==> config.mk <==
export PLATFORM = sky130hd
export DESIGN_NAME = fb_arbiter
export DESIGN_NICKNAME = d
export VERILOG_FILES = /design/src/rtl/fb_arbiter.sv
export SDC_FILE = /design/constraint.sdc
export NUM_CORES = 1
export LEC_CHECK = 0
export ABC_AREA = 1
export CORE_AREA = 2 2 84 86
export DETAILED_ROUTE_END_ITERATION = 8
export DIE_AREA = 0 0 86 88
export HOLD_SLACK_MARGIN = 0.12
export PLACE_DENSITY_LB_ADDON = 0.3
export SYNTH_ARGS = -nofsm -noshare
export SYNTH_HDL_FRONTEND = slang
export SYNTH_SLANG_ARGS = --single-unit
==> constraint.sdc <==
create_clock -name CLOCK_50 -period 2 [get_ports CLOCK_50]
set_input_delay 0.2 -clock CLOCK_50 [delete_from_list [all_inputs] [get_ports CLOCK_50]]
set_output_delay 0.2 -clock CLOCK_50 [all_outputs]
set_load 0.01 [all_outputs]
==> src/rtl/fb_arbiter.sv <==
// Framebuffer SRAM arbiter: shares one single-port SRAM between scanout and draw ports.
// Priority follows vblank, with a starvation escape for draw and a fixed 2-cycle read return.
module fb_arbiter #(
  parameter int AW       = 19,
  parameter int DW       = 8,
  parameter int MAX_WAIT = 15
) (
  input  logic          CLOCK_50,
  input  logic          RESET_N,
  input  logic          vblank,
  input  logic          scan_req,
  input  logic [AW-1:0] scan_addr,
  output logic          scan_gnt,
  output logic          scan_rvalid,
  output logic [DW-1:0] scan_rdata,
  input  logic          draw_req,
  input  logic          draw_we,
  input  logic [AW-1:0] draw_addr,
  input  logic [DW-1:0] draw_wdata,
  output logic          draw_gnt,
  output logic          draw_rvalid,
  output logic [DW-1:0] draw_rdata,
  output logic          mem_en,
  output logic          mem_we,
  output logic [AW-1:0] mem_addr,
  output logic [DW-1:0] mem_wdata,
  input  logic [DW-1:0] mem_rdata
);

  typedef enum logic [1:0] {
    SCAN_PRI   = 2'd0,
    DRAW_PRI   = 2'd1,
    FORCE_DRAW = 2'd2
  } mode_e;

  localparam logic [7:0] MAX_WAIT_C = 8'(MAX_WAIT);

  mode_e         mode_q, mode_d;
  logic [7:0]    wait_cnt_q, wait_cnt_d;
  logic          mem_en_q, mem_en_d;
  logic          mem_we_q, mem_we_d;
  logic [AW-1:0] mem_addr_q, mem_addr_d;
  logic [DW-1:0] mem_wdata_q, mem_wdata_d;
  logic          tag1_vld_q, tag1_vld_d;
  logic          tag1_draw_q, tag1_draw_d;
  logic          tag2_vld_q, tag2_vld_d;
  logic          tag2_draw_q, tag2_draw_d;
  logic [DW-1:0] scan_rdata_q, scan_rdata_d;
  logic [DW-1:0] draw_rdata_q, draw_rdata_d;
  logic          scan_win;
  logic          draw_win;

  // Grant decision for the current cycle; both grants are suppressed while reset is held.
  always_comb begin
    scan_win = 1'b0;
    draw_win = 1'b0;
    if (!RESET_N) begin
      scan_win = 1'b0;
      draw_win = 1'b0;
    end else begin
      case (mode_q)
        SCAN_PRI: begin
          scan_win = scan_req;
          draw_win = draw_req & ~scan_req;
        end
        DRAW_PRI, FORCE_DRAW: begin
          draw_win = draw_req;
          scan_win = scan_req & ~draw_req;
        end
        default: begin
          scan_win = 1'b0;
          draw_win = 1'b0;
        end
      endcase
    end
  end

  assign scan_gnt = scan_win;
  assign draw_gnt = draw_win;

  // Starvation counter and arbitration mode; a due forced draw beats leaving DRAW_PRI.
  always_comb begin
    wait_cnt_d = wait_cnt_q;
    mode_d     = mode_q;
    if (!draw_req || draw_win) begin
      wait_cnt_d = 8'd0;
    end else if (wait_cnt_q != MAX_WAIT_C) begin
      wait_cnt_d = wait_cnt_q + 8'd1;
    end else begin
      wait_cnt_d = wait_cnt_q;
    end
    case (mode_q)
      SCAN_PRI: begin
        if (wait_cnt_q == MAX_WAIT_C) begin
          mode_d = FORCE_DRAW;
        end else if (vblank) begin
          mode_d = DRAW_PRI;
        end else begin
          mode_d = SCAN_PRI;
        end
      end
      DRAW_PRI: begin
        if (vblank) begin
          mode_d = DRAW_PRI;
        end else if (wait_cnt_q == MAX_WAIT_C) begin
          mode_d = FORCE_DRAW;
        end else begin
          mode_d = SCAN_PRI;
        end
      end
      FORCE_DRAW: begin
        if (vblank) begin
          mode_d = DRAW_PRI;
        end else begin
          mode_d = SCAN_PRI;
        end
      end
      default: mode_d = SCAN_PRI;
    endcase
  end

  // SRAM command for the winner, plus the owner/read tag that follows it down the pipe.
  always_comb begin
    mem_en_d    = scan_win | draw_win;
    mem_we_d    = draw_win & draw_we;
    mem_addr_d  = mem_addr_q;
    mem_wdata_d = mem_wdata_q;
    if (draw_win) begin
      mem_addr_d = draw_addr;
    end else if (scan_win) begin
      mem_addr_d = scan_addr;
    end else begin
      mem_addr_d = mem_addr_q;
    end
    if (draw_win && draw_we) begin
      mem_wdata_d = draw_wdata;
    end else begin
      mem_wdata_d = mem_wdata_q;
    end
    tag1_vld_d  = scan_win | (draw_win & ~draw_we);
    tag1_draw_d = draw_win;
    tag2_vld_d  = tag1_vld_q;
    tag2_draw_d = tag1_draw_q;
  end

  // Read return: SRAM data passes straight through when the tag matures, else last value held.
  always_comb begin
    scan_rvalid  = tag2_vld_q & ~tag2_draw_q;
    draw_rvalid  = tag2_vld_q & tag2_draw_q;
    scan_rdata_d = scan_rdata_q;
    draw_rdata_d = draw_rdata_q;
    if (scan_rvalid) begin
      scan_rdata_d = mem_rdata;
    end else begin
      scan_rdata_d = scan_rdata_q;
    end
    if (draw_rvalid) begin
      draw_rdata_d = mem_rdata;
    end else begin
      draw_rdata_d = draw_rdata_q;
    end
    scan_rdata = scan_rdata_d;
    draw_rdata = draw_rdata_d;
  end

  // State registers with synchronous active-low reset.
  always_ff @(posedge CLOCK_50) begin
    if (!RESET_N) begin
      mode_q       <= SCAN_PRI;
      wait_cnt_q   <= 8'd0;
      mem_en_q     <= 1'b0;
      mem_we_q     <= 1'b0;
      mem_addr_q   <= {AW{1'b0}};
      mem_wdata_q  <= {DW{1'b0}};
      tag1_vld_q   <= 1'b0;
      tag1_draw_q  <= 1'b0;
      tag2_vld_q   <= 1'b0;
      tag2_draw_q  <= 1'b0;
      scan_rdata_q <= {DW{1'b0}};
      draw_rdata_q <= {DW{1'b0}};
    end else begin
      mode_q       <= mode_d;
      wait_cnt_q   <= wait_cnt_d;
      mem_en_q     <= mem_en_d;
      mem_we_q     <= mem_we_d;
      mem_addr_q   <= mem_addr_d;
      mem_wdata_q  <= mem_wdata_d;
      tag1_vld_q   <= tag1_vld_d;
      tag1_draw_q  <= tag1_draw_d;
      tag2_vld_q   <= tag2_vld_d;
      tag2_draw_q  <= tag2_draw_d;
      scan_rdata_q <= scan_rdata_d;
      draw_rdata_q <= draw_rdata_d;
    end
  end

  assign mem_en    = mem_en_q;
  assign mem_we    = mem_we_q;
  assign mem_addr  = mem_addr_q;
  assign mem_wdata = mem_wdata_q;

endmodule

==> results.ini <==
[pwr]
power_density_nw_per_um2 = 692.5
p_total_mw = 2.930
ir_worst_vdd_uv = 351.2
power.leakage_nw = 2.241

[detailed_routing]
drt-wirelength-per-cell_um = 11.55
first_pass_iters = 6
vias_per_cell = 4.690
drc = 1
ant_nets = 0
drt-initial-drc-count = 114
via_count = 2814
drt_wl_total_um = 6929

[synth]
synth_edf_count = 0
synth.cells.most_frequent = 89 x nand2_1, 80 x nor2_1, 59 x dfxtp_1
ys_seq_area_frac = 0.4194
synth_top_area_frac = 0.4194
synth_area_leader_cell = dfxtp_1
netlist_area_um2 = 2816
synth_cell_types = 24
synth_area_leaders = dfxtp_1 42%, nand2_1 12%, nor2_1 11%, inv_1 6.5%, nand3b_1 5.1%
synth.most_common_cell = nand2_1
yosys_warnings = 0
ys_ff_latch = 59
synthArstFlopShare = 0
syn_inst = 402
syn_avg_cell_area_um2 = 7.006
synth_flop_cell = dfxtp_1
synth_fp_nets = 468

[worst_setup_path]
crit_type = flip-flop to primary output
crit_path_start = tag2_vld_q
regToRegSetupSlack_ns = 0.18
cp.arrival_ns = 1.73
reg2reg_from = mode_q[1]
critical_path.startpoint_type = flip-flop
critPathCapture = scan_rdata[0]
rr_worst_depth = 9
worstSetupEndpointType = primary output
required_ns = 1.80
rr_endpoint = mem_wdata[1]
crit_path_max_fanout = 5

[clock_network]
h-tree-depth = 3
clk_path_buf_depth = 2
cts-root-buf = clkbuf_8
cts_tree = done
holdBufCountCts = 0
path_clk_slew_ns = 0.08
clock-sinks = 59
worstSkewPairLatency_ns = 0.34
cts_inserted_buffers = 9

[global_routing]
grt_pass1_vias = 2666
grt_max_degree = 43
grt_pass1_wl_um = 11020
grt_usage = 0.1839
overflow = 0
grt_antenna_before_repair = 0

[placed_design]
gp_congestion = 0.8230
hpwl_um = 4905
portBuffers = 108
place_worst_setup_slack_ns = 0.07998

[floorplan]
rows = 30
die-height_um = 88
core_um2 = 6644
start_util = 0.4239
ioPinCount = 109
die_w_um = 86
dieArea_um2 = 7568

[sta]
relSlewSlack = 0.6763
max_clock_freq_ghz = 0.5188
rsz0062_at_grt = true
setup_ws_ns = 0.07257
period_share = 0.9637
period_needed_ns = 1.927
skew_ns = 0.01374
hold_viol = 0
setup_viol = 0
tightestPinTransition_ns = 0.4850
finalMaxSlewViolations = 0

[flow_run]
maxCapViolations = 0

[final_layout]
diodes = 0
nets = 581
drive_gt1_frac = 0.1250
syn_to_final_growth_pct = 50.24

[worst_hold_path]
min-delay-path-class = flip-flop to flip-flop

[outcome]
violations = design-rule violations
status = finished, violations left

per-stage QoR:
step | util | instances | TNS [ns] | hold WS, ns | area (um2)
detailed placement | 0.5959 | 581 | 0 | 0.4006 | 3959
finish | 0.6369 | 600 | 0 | 0.4080 | 4232
CTS | 0.6254 | 597 | 0 | 0.4119 | 4155
global placement | 0.5959 | 581 | 0 | 0.3977 | 3959
global route | 0.6369 | 600 | -0.1359 | 0.4458 | 4232
floorplan | - | 402 | 0 | 0.3140 | 2816
cell type report:
| class | count | area (um2) |
|---|---|---|
| flip-flops and latches | 59 | 1182 |
| multi-input cells | 275 | 1370 |
| fillers | 589 | 2412 |
| inverters | 51 | 195.2 |
| clock inverters | 7 | 76.32 |
| well taps | 80 | 100.1 |
| clock buffers | 9 | 123.9 |
| repair buffers | 119 | 1184 |
cell usage in the layout, fill, tap and decap left out, types with 2 or more instances in the layout:
master	count
clkbuf_8	9
nand2_4	2
dlygate4sd2_1	10
or2_2	16
inv_2	3
o21ai_0	9
ha_1	6
a21oi_1	6
nor2_1	79
nand3b_1	19
dlymetal6s2s_1	8
clkinvlp_4	3
inv_1	47
xor2_1	2
o21ai_2	8
nand2_1	89
xnor2_1	2
clkdlybuf4s50_1	90
buf_4	10
clkinv_4	2
nand3_1	25
nand2_2	3
o21ai_1	2
dfxtp_1	58
nand4_1	2
worst max-delay path: stages (launching register included):
cell           delay, ns
dfxtp_1             0.34
inv_1               0.07
nor2_4              0.16
clkinvlp_4          0.15
buf_4               0.19
o21ai_1             0.16
inv_1               0.05
dlygate4sd2_1       0.28
cell families (layout without fill, tap and decap cells):
group | count (synthesis) | after routing | synth area share
fa+ha+maj | 6 | 6 | 0.02665
xor+xnor | 4 | 4 | 0.01244
buf+inv | 68 | 186 | 0.1075
simple gates | 240 | 240 | 0.3896
compound gates | 25 | 25 | 0.04442
flops | 59 | 59 | 0.4194
power by group:
group	switching [mW]	internal [mW]	leakage, nW
logic	0.261	0.318	1.66
registers	0.0274	1.24	0.483
clock network	0.505	0.580	0.0958
layer usage:
metal  share of wire  wire [um]  GRT usage
met2            0.51       3544     0.3432
met5               0          0          0
met4          0.0095         66    0.07359
met3           0.083        577    0.06975
met1            0.40       2740     0.1838
worst min-delay path by stage:
stage                   from      endpoint  cells past startpoint
6_report          tag1_vld_q    tag2_vld_q                      2
5_1_grt        draw_wdata[4]  mem_wdata[4]                      3
4_1_cts           tag1_vld_q    tag2_vld_q                      2
3_5_place_dp     tag1_draw_q   tag2_draw_q                      2
3_3_place_gp     tag1_draw_q   tag2_draw_q                      2
2_1_floorplan        draw_we    tag1_vld_q                      1
sequential cells by signal (all words and copies together), names as in the netlist:
register	flops
mem_wdata	8
tag1_vld_q	1
mem_en	1
scan_rdata_q	8
mem_addr	19
tag2_draw_q	1
tag2_vld_q	1
mode_q	2
tag1_draw_q	1
mem_we	1
wait_cnt_q	8
draw_rdata_q	8
repair_timing:
action	4_1_cts	5_1_grt
gates resized for setup	21	20
endpoints found under the setup margin	13	8
hold endpoints to repair	0	0
pin swaps	0	1
buffers inserted	0	3
Power figures use the tool's default switching activity.
